<file path="config.mk">
export PLATFORM = sky130hd
export DESIGN_NAME = rs_syndrome_seq_flat
export DESIGN_NICKNAME = d
export VERILOG_FILES = /design/src/rtl/rs_syndrome_seq_if.sv /design/src/rtl/rs_syndrome_seq.sv /design/src/flat_wrapper.sv
export SDC_FILE = /design/constraint.sdc
export NUM_CORES = 1
export LEC_CHECK = 0
export ABC_AREA = 1
export CORE_MARGIN = 4
export CORE_UTILIZATION = 36
export DETAILED_ROUTE_END_ITERATION = 8
export GPL_TIMING_DRIVEN = 0
export PLACE_DENSITY_LB_ADDON = 0.05
export SETUP_SLACK_MARGIN = 0.02
export SKIP_CTS_REPAIR_TIMING = 1
export SLEW_MARGIN = 30
export SYNTH_ARGS = -nofsm -noshare
export SYNTH_HDL_FRONTEND = slang
export SYNTH_SLANG_ARGS = --single-unit
export TNS_END_PERCENT = 1
</file>
<file path="constraint.sdc">
create_clock -name clk -period 2.7 [get_ports clk]
set_clock_uncertainty 0.15 [all_clocks]
set_input_delay 0.54 -clock clk [delete_from_list [all_inputs] [get_ports clk]]
set_output_delay 0.54 -clock clk [all_outputs]
set_load 0.005 [all_outputs]
</file>
<file path="src/rtl/rs_syndrome_seq_if.sv">
// Symbol-stream and result handshake bundle for the GF(16) single-error decoder.
interface rs_syndrome_seq_if;
    logic       sym_valid;
    logic [3:0] sym;
    logic       sym_ready;
    logic       res_valid;
    logic       res_ready;
    logic [1:0] res_status;
    logic [3:0] syn1;
    logic [3:0] syn2;
    logic [3:0] err_pos;
    logic [3:0] err_val;

    modport master (
        output sym_valid, sym, res_ready,
        input  sym_ready, res_valid, res_status, syn1, syn2, err_pos, err_val
    );

    modport slave (
        input  sym_valid, sym, res_ready,
        output sym_ready, res_valid, res_status, syn1, syn2, err_pos, err_val
    );
endinterface

</file>
<file path="src/rtl/rs_syndrome_seq.sv">
// Reed-Solomon GF(2^4) syndrome accumulator with sequential single-error location search.
module rs_syndrome_seq #(
    parameter int N = 15
) (
    input  logic             clk,
    input  logic             rstn,
    rs_syndrome_seq_if.slave bus
);
    typedef enum logic [1:0] {
        ACCUM  = 2'd0,
        EVAL   = 2'd1,
        SEARCH = 2'd2,
        DONE   = 2'd3
    } state_t;

    localparam logic [3:0] LAST = 4'(N - 1);

    // Multiply by alpha modulo x^4+x+1: the x^4 term folds back into x+1.
    function automatic logic [3:0] gf_mul2(input logic [3:0] a);
        return {a[2], a[1], a[0] ^ a[3], a[3]};
    endfunction

    function automatic logic [3:0] gf_mul4(input logic [3:0] a);
        return gf_mul2(gf_mul2(a));
    endfunction

    // 0x9 = x^3+1 = alpha^-1, so a*0x9 = a*x^3 ^ a.
    function automatic logic [3:0] gf_mul9(input logic [3:0] a);
        return gf_mul2(gf_mul2(gf_mul2(a))) ^ a;
    endfunction

    state_t     state_r, state_n;
    logic [3:0] s1_r, s1_n;
    logic [3:0] s2_r, s2_n;
    logic [3:0] cnt_r, cnt_n;
    logic [3:0] p_r, p_n;
    logic [3:0] v_r, v_n;
    logic [3:0] k_r, k_n;
    logic [1:0] status_r, status_n;
    logic [3:0] pos_r, pos_n;
    logic [3:0] val_r, val_n;
    logic       sym_ready_r;
    logic       res_valid_r;
    logic [3:0] m2_in_s;
    logic [3:0] m2_out_s;

    // The single x2 multiplier serves S1 during accumulation and P during search.
    always_comb begin
        m2_in_s  = (state_r == SEARCH) ? p_r : s1_r;
        m2_out_s = gf_mul2(m2_in_s);
    end

    // Next-state and datapath update.
    always_comb begin
        state_n  = state_r;
        s1_n     = s1_r;
        s2_n     = s2_r;
        cnt_n    = cnt_r;
        p_n      = p_r;
        v_n      = v_r;
        k_n      = k_r;
        status_n = status_r;
        pos_n    = pos_r;
        val_n    = val_r;
        case (state_r)
            ACCUM: begin
                if (bus.sym_valid) begin
                    s1_n = m2_out_s ^ bus.sym;
                    s2_n = gf_mul4(s2_r) ^ bus.sym;
                    if (cnt_r == LAST) begin
                        cnt_n   = 4'd0;
                        state_n = EVAL;
                    end else begin
                        cnt_n = cnt_r + 4'd1;
                    end
                end else begin
                    state_n = ACCUM;
                end
            end
            EVAL: begin
                if ((s1_r == 4'd0) && (s2_r == 4'd0)) begin
                    status_n = 2'b00;
                    state_n  = DONE;
                end else if ((s1_r == 4'd0) || (s2_r == 4'd0)) begin
                    status_n = 2'b10;
                    state_n  = DONE;
                end else begin
                    p_n     = s1_r;
                    v_n     = s1_r;
                    k_n     = 4'd0;
                    state_n = SEARCH;
                end
            end
            SEARCH: begin
                if (p_r == s2_r) begin
                    pos_n    = k_r;
                    val_n    = v_r;
                    status_n = 2'b01;
                    state_n  = DONE;
                end else if (k_r == LAST) begin
                    status_n = 2'b10;
                    state_n  = DONE;
                end else begin
                    p_n = m2_out_s;
                    v_n = gf_mul9(v_r);
                    k_n = k_r + 4'd1;
                end
            end
            DONE: begin
                if (bus.res_ready) begin
                    s1_n     = 4'd0;
                    s2_n     = 4'd0;
                    cnt_n    = 4'd0;
                    status_n = 2'b00;
                    pos_n    = 4'd0;
                    val_n    = 4'd0;
                    state_n  = ACCUM;
                end else begin
                    state_n = DONE;
                end
            end
            default: begin
                state_n = ACCUM;
            end
        endcase
    end

    // State and output registers; handshake flags are registered from the next state.
    always_ff @(posedge clk) begin
        if (!rstn) begin
            state_r     <= ACCUM;
            s1_r        <= 4'd0;
            s2_r        <= 4'd0;
            cnt_r       <= 4'd0;
            p_r         <= 4'd0;
            v_r         <= 4'd0;
            k_r         <= 4'd0;
            status_r    <= 2'b00;
            pos_r       <= 4'd0;
            val_r       <= 4'd0;
            sym_ready_r <= 1'b1;
            res_valid_r <= 1'b0;
        end else begin
            state_r     <= state_n;
            s1_r        <= s1_n;
            s2_r        <= s2_n;
            cnt_r       <= cnt_n;
            p_r         <= p_n;
            v_r         <= v_n;
            k_r         <= k_n;
            status_r    <= status_n;
            pos_r       <= pos_n;
            val_r       <= val_n;
            sym_ready_r <= (state_n == ACCUM);
            res_valid_r <= (state_n == DONE);
        end
    end

    assign bus.sym_ready  = sym_ready_r;
    assign bus.res_valid  = res_valid_r;
    assign bus.res_status = status_r;
    assign bus.syn1       = s1_r;
    assign bus.syn2       = s2_r;
    assign bus.err_pos    = pos_r;
    assign bus.err_val    = val_r;
endmodule

</file>
<file path="src/flat_wrapper.sv">
// flat-port wrapper written by rule: the top's interface ports become plain ports
module rs_syndrome_seq_flat 
#(
    parameter int N = 15
)
  (clk, rstn, bus_sym_valid, bus_sym, bus_res_ready, bus_sym_ready, bus_res_valid, bus_res_status, bus_syn1, bus_syn2, bus_err_pos, bus_err_val);
  rs_syndrome_seq_if bus_i ();
  input  logic clk;
  input  logic rstn;
  input wire logic [$bits(bus_i.sym_valid)-1:0] bus_sym_valid;
  input wire logic [$bits(bus_i.sym)-1:0] bus_sym;
  input wire logic [$bits(bus_i.res_ready)-1:0] bus_res_ready;
  output wire logic [$bits(bus_i.sym_ready)-1:0] bus_sym_ready;
  output wire logic [$bits(bus_i.res_valid)-1:0] bus_res_valid;
  output wire logic [$bits(bus_i.res_status)-1:0] bus_res_status;
  output wire logic [$bits(bus_i.syn1)-1:0] bus_syn1;
  output wire logic [$bits(bus_i.syn2)-1:0] bus_syn2;
  output wire logic [$bits(bus_i.err_pos)-1:0] bus_err_pos;
  output wire logic [$bits(bus_i.err_val)-1:0] bus_err_val;
  assign bus_i.sym_valid = bus_sym_valid;
  assign bus_i.sym = bus_sym;
  assign bus_i.res_ready = bus_res_ready;
  assign bus_sym_ready = bus_i.sym_ready;
  assign bus_res_valid = bus_i.res_valid;
  assign bus_res_status = bus_i.res_status;
  assign bus_syn1 = bus_i.syn1;
  assign bus_syn2 = bus_i.syn2;
  assign bus_err_pos = bus_i.err_pos;
  assign bus_err_val = bus_i.err_val;
  rs_syndrome_seq #(.N(N)) u_core (.clk(clk), .rstn(rstn), .bus(bus_i));
endmodule
</file>
==> summary.txt <==
Timing
  • Final Cycle Share: 74.2%
  • Minimum clock period: around 2000 ps
  • Setup TNS: 0 ps
  • Fin. max-slew vios: 0
  • RSZ-0062 raised after global routing: no
  • Hold slack: 312 ps
  • Rel. slew slack: 59.7%
  • Tightest Pin Transition: 604 ps
  • Hold Vio Cnt, Final: 0
  • Max Freq: 0.499 GHz
  • # setup viols final: 0

Min path
  • Worst Hold Class: flop to flop
  • WHS Path Cells: 2
  • Hold Crit Start: u_core.bus.res_status[0]

Critical path
  • Crit path buf inv count: 1
  • Cell Chain, Critical Path: clkdlybuf4s50_1
  • Worst-path fanout max: 5
  • Worst setup path start: u_core.bus.syn2[1]
  • Crit. path cell count: 1
  • Family with the most delay on the worst path: buffers and inverters
  • R2r worst-path depth: 9
  • Worst R2R Start: u_core.k_r[0]
  • CP Class: flop to output port
  • Slowest cell on crit path: clkdlybuf4s50_1
  • RR Endpoint: u_core.bus.res_status[1]
  • CP Capture Point: bus_syn2[1]
  • CP Launch Type: flop
  • WP data required: 2010 ps
  • Crit path arrival time: 1310 ps
  • CP endpoint kind: output port
  • R2R Setup Slk: around 1000 ps
  • Crit-path max cell delay: 560 ps

Logic synthesis
  • Post-synth top cells: 75 x nand2_1, 38 x dfxtp_1, 34 x nor2_1
  • Yosys reg bits: 38
  • Top cells by area, synth: dfxtp_1 36%, nand2_1 13%, nor2_1 6.0%, a21oi_1 5.7%, nand3_1 4.7%
  • Area leader, netlist: dfxtp_1
  • Syn nets: 299
  • Synthesized cell area: 2110 sq um
  • Syn avg cell area: ~7.4 sq um
  • Cells after Synth: 286
  • Post-synth top area share: 36.0%
  • Register area share after synthesis: 36.0%
  • Post-synth EDFFs: 0
  • Most common cell in the netlist: nand2_1
  • Synth warnings: 0
  • Netlist cell types: 31
  • Most used flip-flop cell after synthesis: dfxtp_1
  • Post-synth ARST share: 0%

Detailed routing
  • DR iter-0 viols: between 100 and 150
  • # DRC: 0
  • Vias/cell: 4.91
  • Final wirelength: 5.14 mm
  • DR vias: 1,919
  • Drt first pass iters: 4
  • DRT antenna net count: 0
  • Routed wire per std cell: 13.2 um

Global routing
  • Residual overflow from global routing: 0
  • Vias in the first global route: 1,834
  • Initial antenna violation count: 0
  • GRT Total Usage: about 15%
  • Pin count of the biggest net entering global routing: 11
  • First-pass GRT wire length: 8.90 mm

Clock network
  • Cts bufs inserted: 5
  • Htree depth: 2
  • Clk pin slew, worst setup/hold paths: 70 ps
  • CTS tree: built
  • Clock root cell: clkbuf_8
  • Max Root-Sink Buffers: 2
  • Clock sink count: 38
  • Worst skew pair latency: 290 ps

Power and ir drop
  • Max IR drop VDD: ~250 uV
  • Static Leak: 1.09 nW
  • Pwr/cell area: 448 nW/um^2

Final layout
  • Antenna cells: 0
  • Area Growth Syn to Fin: 21.0%
  • Fill count: 610
  • Final nets: 333
  • Share of cells above drive strength 1: 15.4%

Floorplanning
  • Die height: between 80 and 90 um
  • Starting Density: between 30% and 40%
  • Die ar.: 7150 sq um
  • # IOs: 28
  • Die Wd: around 85 um
  • Core Region: 5610 sq um
  • Placement Rows: 27

Place
  • PortBufs: 27
  • Hpwl dp: 3.93 mm
  • Gpl congestion: 0.799

Run
  • Max Cap Violations: 0

Run status
  • Status: completed
## how the worst min path moves through the flow
| stage | end |
|---|---|
| floorplan | u_core.bus.err_val[2] |
| global placement | u_core.bus.res_status[0] |
| detailed placement | u_core.bus.res_status[0] |
| CTS | u_core.bus.res_status[0] |
| global route | u_core.bus.res_status[0] |
| finish | u_core.bus.res_status[0] |
## power by group
part,switching [mW],total [mW],internal [mW]
logic,0.0923,0.162,0.0696
registers,0.0190,0.593,0.574
clock network,0.192,0.389,0.197
## cells in the final DEF, fill, tap and decap left out
master,count
a211oi_1,1
xor2_1,5
xnor2_1,4
or2_2,1
o21ai_1,3
buf_2,1
nor2_1,34
nand2_4,3
clkbuf_8,6
nand3_2,10
nand2_1,75
inv_2,8
inv_1,16
xor2_2,1
nand2_2,3
buf_12,1
o21ai_0,9
inv_4,1
clkbuf_1,2
nand3b_1,3
nor3_1,3
a21oi_1,24
and3_1,1
dfxtp_1,38
clkdlybuf4s50_1,27
nor2_2,2
ha_1,5
nand2_8,1
a21oi_2,2
nand3_4,2
buf_6,3
nor2_4,4
nand3_1,20
## cells by family after synthesis
group,after synthesis,share of synthesized area [%]
AO/OA/AOI/OAI,39,9.72
XOR/XNOR,10,4.50
adder cells (fa/ha/maj),5,2.96
buffers and inverters,32,7.71
flip-flops,38,36.0
AND/OR/NAND/NOR,162,39.1
## sequential cells by signal, summed over array words and instances (netlist names)
name,count
u_core.k_r,4
u_core.bus.err_pos,4
u_core.v_r,4
u_core.bus.res_status,2
u_core.bus.res_valid,1
u_core.bus.syn1,4
u_core.state_r,2
u_core.bus.err_val,4
u_core.cnt_r,4
u_core.bus.sym_ready,1
u_core.p_r,4
u_core.bus.syn2,4
## final cells by class
| class | instances | area [sq um] | area share [%] |
|---|---|---|---|
| buffer | 7 | 66.3 | 2.60 |
| clock buffer | 6 | 82.6 | 3.23 |
| inverter | 25 | 96.3 | 3.77 |
| multi-input combinational | 216 | 1190 | 46.5 |
| sequential | 38 | 761 | 29.8 |
| tap | 72 | 90.1 | 3.53 |
| timing repair buffer | 27 | 270 | 10.6 |
## metal layers
metal,routed length (um),track usage (%)
met5,0,0
met2,2400,24.3
met1,2530,21.0
met3,172,3.04
met4,46,3.88
## metrics by stage
step	util (%)	instances	worst slack, ps	cell area, sq um	total power, mW
floorplan	-	286	1200	2110	0.708
finish	45.5	391	696	2550	1.14
detailed placement	44.1	385	565	2470	0.769
CTS	45.5	391	673	2550	1.16
global route	45.5	391	638	2550	1.20
global placement	44.1	385	573	2470	0.769
No activity file was read; power rests on OpenSTA's default activity.
